**src/rtl/muldiv_pkg.sv**
```systemverilog
// Shared encodings and constants for the iterative multiply/divide unit.
package muldiv_pkg;

    localparam int ITERATIONS = 32;
    localparam int CNT_W      = $clog2(ITERATIONS);

    typedef enum logic [1:0] {
        OP_MULT  = 2'b00,
        OP_MULTU = 2'b01,
        OP_DIV   = 2'b10,
        OP_DIVU  = 2'b11
    } op_e;

    typedef enum logic [1:0] {
        ST_IDLE  = 2'b00,
        ST_CALC  = 2'b01,
        ST_FIXUP = 2'b10,
        ST_DONE  = 2'b11
    } state_e;

    // Divide operations share the upper op bit.
    function automatic logic is_div(input op_e op);
        return op[1];
    endfunction

    // Signed operations are the ones with op[0] clear.
    function automatic logic is_signed_op(input op_e op);
        return ~op[0];
    endfunction

endpackage

```
**src/rtl/muldiv_sign_fix.sv**
```systemverilog
// Combinational sign correction applied to the unsigned 64-bit result.
// Sign flags arrive already zeroed for unsigned operations.
module muldiv_sign_fix
    import muldiv_pkg::*;
(
    input  logic        i_is_div,
    input  logic        i_neg_res,
    input  logic [63:0] i_acc,
    input  logic        i_neg_rem,
    output logic [31:0] o_hi,
    output logic [31:0] o_lo
);

    logic [63:0] w_prod;

    // Negate the product or the quotient/remainder halves as required.
    always_comb begin
        // NOTE: every output gets a default first so no path can infer a latch.
        o_hi   = i_acc[63:32];
        o_lo   = i_acc[31:0];
        w_prod = i_neg_res ? (~i_acc + 64'd1) : i_acc;
        if (i_is_div) begin
            o_lo = i_neg_res ? (~i_acc[31:0] + 32'd1) : i_acc[31:0];
            o_hi = i_neg_rem ? (~i_acc[63:32] + 32'd1) : i_acc[63:32];
        end else begin
            o_hi = w_prod[63:32];
            o_lo = w_prod[31:0];
        end
    end

endmodule

```
**src/rtl/muldiv_unit.sv**
```systemverilog
// Iterative radix-2 multiply/divide unit with HI/LO result registers.
module muldiv_unit
    import muldiv_pkg::*;
(
    input  logic        clock,
    input  logic        Reset,
    input  logic        start,
    input  logic [1:0]  op,
    input  logic [31:0] operand_a,
    input  logic [31:0] operand_b,
    input  logic        cancel,
    input  logic        write_hi,
    input  logic        write_lo,
    output logic        busy,
    output logic        done,
    output logic        div_by_zero,
    output logic [31:0] hi,
    output logic [31:0] lo
);

    state_e           r_state;
    op_e              r_op;
    logic [CNT_W-1:0] r_count;
    logic [63:0]      r_acc;
    logic [31:0]      r_b;
    logic             r_neg_res;
    logic             r_neg_rem;
    logic [31:0]      r_hi;
    logic [31:0]      r_lo;
    logic             r_busy;
    logic             r_done;
    logic             r_dbz;

    op_e         w_op;
    logic        w_a_neg;
    logic        w_b_neg;
    logic [31:0] w_a_mag;
    logic [31:0] w_b_mag;
    logic [32:0] w_mul_sum;
    logic [32:0] w_div_trial;
    logic [63:0] w_acc_next;
    logic [31:0] w_fix_hi;
    logic [31:0] w_fix_lo;

    assign w_op    = op_e'(op);
    assign w_a_neg = is_signed_op(w_op) & operand_a[31];
    assign w_b_neg = is_signed_op(w_op) & operand_b[31];
    assign w_a_mag = w_a_neg ? (~operand_a + 32'd1) : operand_a;
    assign w_b_mag = w_b_neg ? (~operand_b + 32'd1) : operand_b;

    // One radix-2 step: shift-add for multiply, restoring shift-subtract for divide.
    always_comb begin
        w_mul_sum   = {1'b0, r_acc[63:32]} + (r_acc[0] ? {1'b0, r_b} : 33'd0);
        w_div_trial = r_acc[63:31] - {1'b0, r_b};
        if (is_div(r_op)) begin
            w_acc_next = w_div_trial[32] ? {r_acc[62:0], 1'b0}
                                         : {w_div_trial[31:0], r_acc[30:0], 1'b1};
        end else begin
            w_acc_next = {w_mul_sum, r_acc[31:1]};
        end
    end

    muldiv_sign_fix u_sign_fix (
        .i_is_div  (is_div(r_op)),
        .i_neg_res (r_neg_res),
        .i_acc     (r_acc),
        .i_neg_rem (r_neg_rem),
        .o_hi      (w_fix_hi),
        .o_lo      (w_fix_lo)
    );

    // Control FSM with registered busy/done and the HI/LO result registers.
    always_ff @(posedge clock or negedge Reset) begin
        if (!Reset) begin
            // NOTE: sequential state uses non-blocking assignments so every register samples pre-edge values.
            r_state   <= ST_IDLE;
            r_op      <= OP_MULT;
            r_count   <= '0;
            r_acc     <= '0;
            r_b       <= '0;
            r_neg_res <= 1'b0;
            r_neg_rem <= 1'b0;
            r_hi      <= '0;
            r_lo      <= '0;
            r_busy    <= 1'b0;
            r_done    <= 1'b0;
            r_dbz     <= 1'b0;
        end else begin
            case (r_state)
                ST_IDLE: begin
                    r_done <= 1'b0;
                    if (start) begin
                        r_op  <= w_op;
                        r_dbz <= 1'b0;
                        r_busy <= 1'b1;
                        if (is_div(w_op) && (operand_b == 32'd0)) begin
                            // Divide by zero bypasses the datapath entirely.
                            r_hi    <= operand_a;
                            r_lo    <= 32'hFFFF_FFFF;
                            r_dbz   <= 1'b1;
                            r_done  <= 1'b1;
                            r_state <= ST_DONE;
                        end else begin
                            r_acc     <= {32'd0, w_a_mag};
                            r_b       <= w_b_mag;
                            r_neg_res <= w_a_neg ^ w_b_neg;
                            r_neg_rem <= w_a_neg & is_div(w_op);
                            r_count   <= CNT_W'(ITERATIONS - 1);
                            r_state   <= ST_CALC;
                        end
                    end else begin
                        if (write_hi) r_hi <= operand_a;
                        if (write_lo) r_lo <= operand_a;
                    end
                end
                ST_CALC: begin
                    if (cancel) begin
                        r_busy  <= 1'b0;
                        r_count <= '0;
                        r_state <= ST_IDLE;
                    end else begin
                        r_acc <= w_acc_next;
                        if (r_count == '0) r_state <= ST_FIXUP;
                        else               r_count <= r_count - 1'b1;
                    end
                end
                ST_FIXUP: begin
                    if (cancel) begin
                        r_busy  <= 1'b0;
                        r_state <= ST_IDLE;
                    end else begin
                        r_hi    <= w_fix_hi;
                        r_lo    <= w_fix_lo;
                        r_done  <= 1'b1;
                        r_state <= ST_DONE;
                    end
                end
                ST_DONE: begin
                    r_done  <= 1'b0;
                    r_busy  <= 1'b0;
                    r_state <= ST_IDLE;
                end
                default: begin
                    r_done  <= 1'b0;
                    r_busy  <= 1'b0;
                    r_state <= ST_IDLE;
                end
            endcase
        end
    end

    assign busy        = r_busy;
    assign done        = r_done;
    assign div_by_zero = r_dbz;
    assign hi          = r_hi;
    assign lo          = r_lo;

endmodule

```
**config.mk**
```make
export PLATFORM = sky130hd
export DESIGN_NAME = muldiv_unit
export DESIGN_NICKNAME = d
export VERILOG_FILES = /design/src/rtl/muldiv_pkg.sv /design/src/rtl/muldiv_sign_fix.sv /design/src/rtl/muldiv_unit.sv
export SDC_FILE = /design/constraint.sdc
export NUM_CORES = 1
export LEC_CHECK = 0
export BUFFER_PORTS_ARGS = -buffer_cell sky130_fd_sc_hd__buf_4
export CORE_MARGIN = 5
export CORE_UTILIZATION = 35
export CTS_CLUSTER_DIAMETER = 120
export DETAILED_ROUTE_END_ITERATION = 12
export PLACE_DENSITY = 0.49
export SETUP_SLACK_MARGIN = 0.3
export SLEW_MARGIN = 20
export SYNTH_ARGS = -nofsm -noshare
export SYNTH_HDL_FRONTEND = slang
export SYNTH_SLANG_ARGS = --single-unit
export TNS_END_PERCENT = 10
```
**constraint.sdc**
```tcl
create_clock -name clock -period 3.78 [get_ports clock]
set_input_delay 0.189 -clock clock [delete_from_list [all_inputs] [get_ports clock]]
set_output_delay 0.189 -clock clock [all_outputs]
set_load 0.05 [all_outputs]
```
==> summary.md, run 1 <==
| Metric | Value |
|---|---|
| RSZ-0062 raised after global routing | true |
| Clk buf depth | 2 |
| FF-to-FF setup slack | 0.32 ns |
| Kind of critical path | register to register |
| Final setup fails | 0 |
| Commonest non-fill, non-tap cell in the layout | nand2_1 |
| EDFF count, synth | 0 |
| Slew Limit Fails | 0 |
| Post-Synthesis Cells | 1907 |
| I/O Pins | 139 |
| Post-DP HPWL | 41200 um |
| Yosys Warn Count | 0 |
| CP arrival | 3.82 ns |
| RR Endpoint | r_acc[58]$_DFFE_PN0P_ |
| Worst slew margin | 0.2608 |
| GRT overflow | 0 |
| CP startpoint kind | register |
| Placed inst area | 16700 um2 |
| Syn_nets | 2055 |
| RR Startpoint | r_acc[0]$_DFFE_PN0P_ |
| Hold Path Depth | 3 |
| Hold Path Sink | r_b[27]$_DFFE_PN0P_ |
| Num Clock Sinks | 173 |
| DR vias | 14210 |
| Die width | 216.3 um |
| Nets | 2178 |
| Clock Skew | 0.01124 ns |
| DP Worst Slack | 0.2942 ns |
| Post-layout util | 0.4135 |
| Required time of the critical path | 4.14 ns |
| Routability cong. | 0.9497 |
| Pwr Density | 967.5 nW/um2 |
| FF/Latch Area | 4330 um2 |
| Initial Util | 0.3542 |
| Die Ht | 216.3 um |
| Pleak | 7.686 nW |
| Area growth syn-to-layout | 16.74% |
| Post-DRT Antenna Nets | 0 |
| Gr usage total | 0.2233 |
| Post-layout min period | 3.462 ns |
| CTS tree | yes |
| TritonRoute pass-1 iters | 7 |
| Insertion delay to the later sink of the worst-skew pair | 0.47 ns |
| Asr flop ratio synth | 1.000 |
| Core Area | 42040 um2 |
| R2R cell count | 13 |
| Worst hold path type | input port to register |
| Fill cells | 4385 |
| Via/cell ratio | 5.502 |
| Most frequent cells in the layout | 311 x nand2_1, 202 x buf_4, 179 x nor2_1, 172 x dfrtp_1, 169 x o21ai_0 |
| Drt wl/cell | 20.51 um |
| Layout cells sized above 1 | 0.1419 |
| Post-synthesis sequential area ratio | 0.2907 |
| Reg clk slew, reported paths | 0.08 ns |
| Finished Layout Cells | 2583 |
| Top FF cell, synth | dfrtp_1 |
| Number of global-route vias before repair | 14160 |
| Max Cap Viol | 0 |
| DP Cell Count | 2546 |
| Max IR drop VDD | 0.5016 mV |
| Syn avg cell area | 7.809 um2 |
| Final Hold Fails | 0 |
| CP endpoint kind | register |
| Site Rows | 75 |
| Netlist cell types | 83 |
| Final instance area | 17390 um2 |
| Post-Route Setup TNS | 0 ns |
| Largest net degree at the start of global routing | 86 |
| Port Buffers | 138 |
| Htree depth | 4 |
| HP Start | operand_b[27] |
| Multi-input gate area | 9868 um2 |
| Worst-path fanout max | 31 |
| Initial antenna violation count | 0 |
| Cell Area, Synth | 14890 um2 |
| CTS root buf | clkbuf_16 |
| Drt total wl | 52990 um |
| Worst setup margin | 0.3179 ns |
| Status | complete, no violations |
| DRC viols | 0 |
| Final period util | 0.9159 |
| Num CTS Buffers | 17 |
| FMAX | 288.8 MHz |
| First-pass GRT wire length | 83210 um |
| Worst Max-Slew Pin Slew | 1.105 ns |
| Synth Register Bits | 173 |
| Number of DRC markers in iteration 0 | 843 |
| Die ar. | 46770 um2 |
| Post-CTS setup repair buffer count | 0 |
[worst max path at each step]
| stage | end | from | cells past startpoint |
|---|---|---|---|
| final | r_acc[58]$_DFFE_PN0P_ | r_acc[0]$_DFFE_PN0P_ | 13 |
| after global routing | r_acc[58]$_DFFE_PN0P_ | r_acc[0]$_DFFE_PN0P_ | 13 |
| after CTS | r_acc[58]$_DFFE_PN0P_ | r_acc[0]$_DFFE_PN0P_ | 13 |
| after detailed placement | r_acc[58]$_DFFE_PN0P_ | r_acc[0]$_DFFE_PN0P_ | 13 |
| after global placement | r_acc[58]$_DFFE_PN0P_ | r_acc[0]$_DFFE_PN0P_ | 13 |
| after floorplan | r_acc[58]$_DFFE_PN0P_ | r_acc[0]$_DFFE_PN0P_ | 13 |
[cells by family (layout without fill, tap and decap cells)]
family | after synthesis | in the layout | synth area share
AOI/OAI and AO/OA | 568 | 568 | 0.2453
xor gates and xnor gates | 169 | 169 | 0.09940
adders and majority gates | 76 | 76 | 0.06486
buffers and inverters | 177 | 313 | 0.05108
DFF | 173 | 173 | 0.2907
muxes | 58 | 58 | 0.03940
other | 0 | 1 | 0
and+or+nand+nor | 686 | 686 | 0.2093
[cell usage after synthesis (6+ instances only)]
cell,number,area share
o41ai_1,11,0.0065
and2_1,8,0.0034
o21ai_1,40,0.013
a21o_1,18,0.0091
a211oi_1,16,0.0081
nor3_1,30,0.010
xor2_1,78,0.046
o31ai_1,19,0.0096
or4_1,8,0.0040
xnor2_1,91,0.054
nor2_1,179,0.045
inv_1,69,0.017
a221o_1,16,0.011
o221ai_1,11,0.0065
buf_2,26,0.0087
and3_1,8,0.0034
or3_1,34,0.014
a21boi_0,6,0.0030
o21bai_1,8,0.0040
nor2b_1,17,0.0071
dfrtp_1,173,0.29
o21ai_0,169,0.057
o311ai_0,29,0.017
ha_1,74,0.062
a31oi_1,15,0.0063
nor4_1,12,0.0050
o21a_1,8,0.0040
a22oi_1,8,0.0040
buf_4,9,0.0045
nand2_1,311,0.078
nand2b_1,12,0.0050
o211ai_1,14,0.0071
a22o_1,7,0.0041
mux2i_1,53,0.036
or2_2,6,0.0025
a21oi_1,125,0.042
nand4_1,15,0.0063
clkbuf_1,63,0.016
nand3_1,19,0.0064
[final cells by class]
type	count	area share
multi-input cells	1557	0.5676
flip-flops and latches	173	0.2491
repair buffers	211	0.09478
well taps	539	0.03879
clock buffers	19	0.02490
inverters	70	0.01511
clock inverters	13	0.009572
diodes	1	0.0001439
[through the flow]
| stage | power [W] | hold WS [ns] |
|---|---|---|
| detailed placement | 0.01492 | 0.3473 |
| global route | 0.01817 | 0.01399 |
| floorplan | 0.01144 | -0.1066 |
| CTS | 0.01688 | 0.0005785 |
| global placement | 0.01493 | 0.3355 |
| finish | 0.01682 | 0.02683 |
[worst max-delay path, stage by stage, from the launching register on]
cell      delay (ns)
dfrtp_1         0.38
inv_1           0.09
buf_12          0.19
nor2_1          0.07
ha_1            0.34
o21a_1          0.23
o2111a_1        0.24
a21o_1          0.20
o31a_1          0.35
a211oi_4        0.37
o21bai_1        0.17
a21bo_2         0.24
xor2_1          0.14
a221o_1         0.31
[per-layer routing]
metal	track usage	vias to the layer above	part of all wire
li1	-	7048	-
met1	0.3034	6823	0.47
met2	0.3782	290	0.47
met3	0.02623	51	0.034
met4	0.06127	0	0.021
met5	0	-	0
[sequential cells by signal, summed over array words and instances (netlist names)]
signal and count:
done 1, r_b 32, r_state 2, div_by_zero 1, lo 32, r_count 5
r_op 1, hi 32, r_neg_rem 1, r_neg_res 1, r_acc 64, busy 1
[power breakdown]
| part | switching, W | internal, W |
|---|---|---|
| sequential | 0.000829 | 0.00273 |
| clock | 0.000859 | 0.00105 |
| combinational | 0.00737 | 0.00399 |
[what timing repair did]
| action | in CTS | in global routing |
|---|---|---|
| hold buffers | 4 | 0 |
| resized for setup | 1 | 6 |
| endpoints found under the setup margin | 1 | 23 |
| endpoints found under the hold margin | 84 | 0 |
| pin swaps | 0 | 0 |
| cloned | 0 | 0 |
Power figures use the tool's default switching activity.
==> inputs of run 2 (changes only) <==
Settings changed: MAX_ROUTING_LAYER set to met4, TNS_END_PERCENT 10 to 20.
==> run 2 against run 1 <==
  * First-iteration DRC count grew 12%
  * Power grew 1.6%
  * Worst setup slack better by 0.057 ns
  * Fmax increased by 1.7%
  * Hold slack worse by 0.0031 ns
  * Cell area increased by 0.96%
  * Clock power is 5% higher
  * Non-clock buffer count up 8
  * Final cell count up 0.23%
  * Critical path depth unchanged
  * Combinational power about the same
  * Critical path type unchanged
  * Largest cell class unchanged
  * Highest routed layer unchanged
==> summary.md, run 2 (synthesis gave the netlist of run 1 again) <==
| Metric | Value |
|---|---|
| Status | complete, no violations |
| Port Buffers | 138 |
| Worst slew margin | 0.2493 |
| Worst-path fanout max | 16 |
| Final period util | 0.9009 |
| Initial antenna violation count | 0 |
| RR Endpoint | hi[30]$_DFFE_PN0P_ |
| RSZ-0062 raised after global routing | true |
| Area growth syn-to-layout | 17.87% |
| Worst hold path type | input port to register |
| Commonest non-fill, non-tap cell in the layout | nand2_1 |
| Final setup fails | 0 |
| Slew Limit Fails | 0 |
| I/O Pins | 139 |
| Max reg flops | 64 |
| Largest net degree at the start of global routing | 79 |
| Finished Layout Cells | 2589 |
| Die width | 216.3 um |
| Site Rows | 75 |
| Drt total wl | 54340 um |
| Number of global-route vias before repair | 14430 |
| Core Area | 42040 um2 |
| Fill cells | 4444 |
| Post-DRT Antenna Nets | 0 |
| RR Startpoint | r_acc[0]$_DFFE_PN0P_ |
| Gr usage total | 0.2355 |
| Clock Skew | 0.01486 ns |
| Most frequent cells in the layout | 311 x nand2_1, 205 x buf_4, 179 x nor2_1, 171 x dfrtp_1, 167 x o21ai_0 |
| Nets | 2186 |
| Reg clk slew, reported paths | 0.07 ns |
| CTS tree | yes |
| TritonRoute pass-1 iters | 5 |
| FMAX | 293.7 MHz |
| Number of DRC markers in iteration 0 | 945 |
| Num CTS Buffers | 17 |
| Num Clock Sinks | 173 |
| Critical Path Source | r_acc[0]$_DFFE_PN0P_ |
| Worst Max-Slew Pin Slew | 1.122 ns |
| Initial Util | 0.3542 |
| First-pass GRT wire length | 85070 um |
| CP endpoint kind | register |
| Pwr Density | 973.7 nW/um2 |
| Max Cap Viol | 0 |
| Required time of the critical path | 4.14 ns |
| Crit path to | hi[30]$_DFFE_PN0P_ |
| DRC viols | 0 |
| Tot Pwr | 0.01709 W |
| R2R cell count | 13 |
| Post-layout min period | 3.405 ns |
| Htree depth | 4 |
| DP Cell Count | 2551 |
| Routability cong. | 0.8982 |
| Hold slack | 0.02376 ns |
| Layout cells sized above 1 | 0.1459 |
| CP arrival | 3.76 ns |
| Pleak | 7.774 nW |
| ANT cells | 0 |
| CTS root buf | clkbuf_16 |
| Clk buf depth | 2 |
| Most flop-heavy register | r_acc |
| Insertion delay to the later sink of the worst-skew pair | 0.47 ns |
| Final Hold Fails | 0 |
| DR vias | 14380 |
| Via/cell ratio | 5.554 |
| FF-to-FF setup slack | 0.37 ns |
| Die Ht | 216.3 um |
| Drt wl/cell | 20.99 um |
| CP startpoint kind | register |
| Kind of critical path | register to register |
| Die ar. | 46770 um2 |
| Post-Route Setup TNS | 0 ns |
| Post-DP HPWL | 42100 um |
| GRT overflow | 0 |
| Max IR drop VDD | 0.4119 mV |
-- run 2: cell count changes in the layout (fill, tap and decap cells not counted), sizes merged --
| cell | change |
|---|---|
| buf | +5 |
| clkbuf | +5 |
| clkinvlp | -3 |
| bufinv | +2 |
| clkinv | -1 |
| diode | -1 |
| inv | -1 |
-- run 2: power breakdown --
part,internal [W],switching [W]
Clock,0.00117,0.000829
Sequential,0.00273,0.000839
Combinational,0.00406,0.00746
-- run 2: final cells by class --
| class | count | area [um2] | area share |
|---|---|---|---|
| clock inverter | 10 | 188.9 | 0.01076 |
| clock buffer | 21 | 440.4 | 0.02509 |
| tap | 539 | 674.4 | 0.03842 |
| timing repair buffer | 219 | 1768 | 0.1007 |
| inverter | 70 | 265.3 | 0.01511 |
| sequential | 173 | 4332 | 0.2468 |
| multi-input combinational | 1557 | 9884 | 0.5631 |
-- run 2: through the flow --
step / cell area (um2) / util / setup slack (ns)
floorplan: 14890 / - / 0.4704
global placement: 16770 / 0.3990 / 0.3216
detailed placement: 16770 / 0.3990 / 0.2984
CTS: 17450 / 0.4150 / 0.2815
global route: 17550 / 0.4175 / 0.2709
finish: 17550 / 0.4175 / 0.3747
-- run 2: worst min path at each step --
stage | start | endpoint | slack [ns] | depth (start not counted)
3_3_place_gp | Reset | lo[7]$_DFFE_PN0P_ | 0.25 | 1
4_1_cts | operand_b[16] | r_b[16]$_DFFE_PN0P_ | 0.004 | 3
6_report | operand_b[21] | r_b[21]$_DFFE_PN0P_ | 0.02 | 3
2_1_floorplan | Reset | busy$_DFFE_PN0P_ | -0.11 | 0
3_5_place_dp | Reset | lo[8]$_DFFE_PN0P_ | 0.25 | 1
5_1_grt | operand_b[21] | r_b[21]$_DFFE_PN0P_ | 0.02 | 3
-- run 2: worst max-delay path: stages, from the launching register on --
cell,delay [ns]
dfrtp_2,0.45
inv_4,0.11
buf_12,0.16
ha_1,0.23
nand2b_1,0.13
nor4_2,0.34
buf_4,0.18
nand3_1,0.14
o41ai_1,0.63
and3_1,0.30
a22oi_1,0.11
xor2_1,0.18
mux2i_1,0.22
o21ai_1,0.08
-- run 2: metal layers --
layer / part of all wire / global-route usage / up-vias
met4: 0.026 / 0.06996 / 0
li1: - / - / 7078
met1: 0.46 / 0.3068 / 6908
met5: 0 / - / -
met2: 0.48 / 0.3914 / 322
met3: 0.033 / 0.02372 / 71
-- run 2: what timing repair did --
| action | CTS | global route |
|---|---|---|
| pin swaps | 0 | 3 |
| gates cloned | 0 | 1 |
| endpoints found under the hold margin | 69 | 0 |
| endpoints found under the setup margin | 5 | 35 |
| gates resized for setup | 1 | 18 |
| hold buffers | 4 | 0 |
| setup buffers | 0 | 1 |
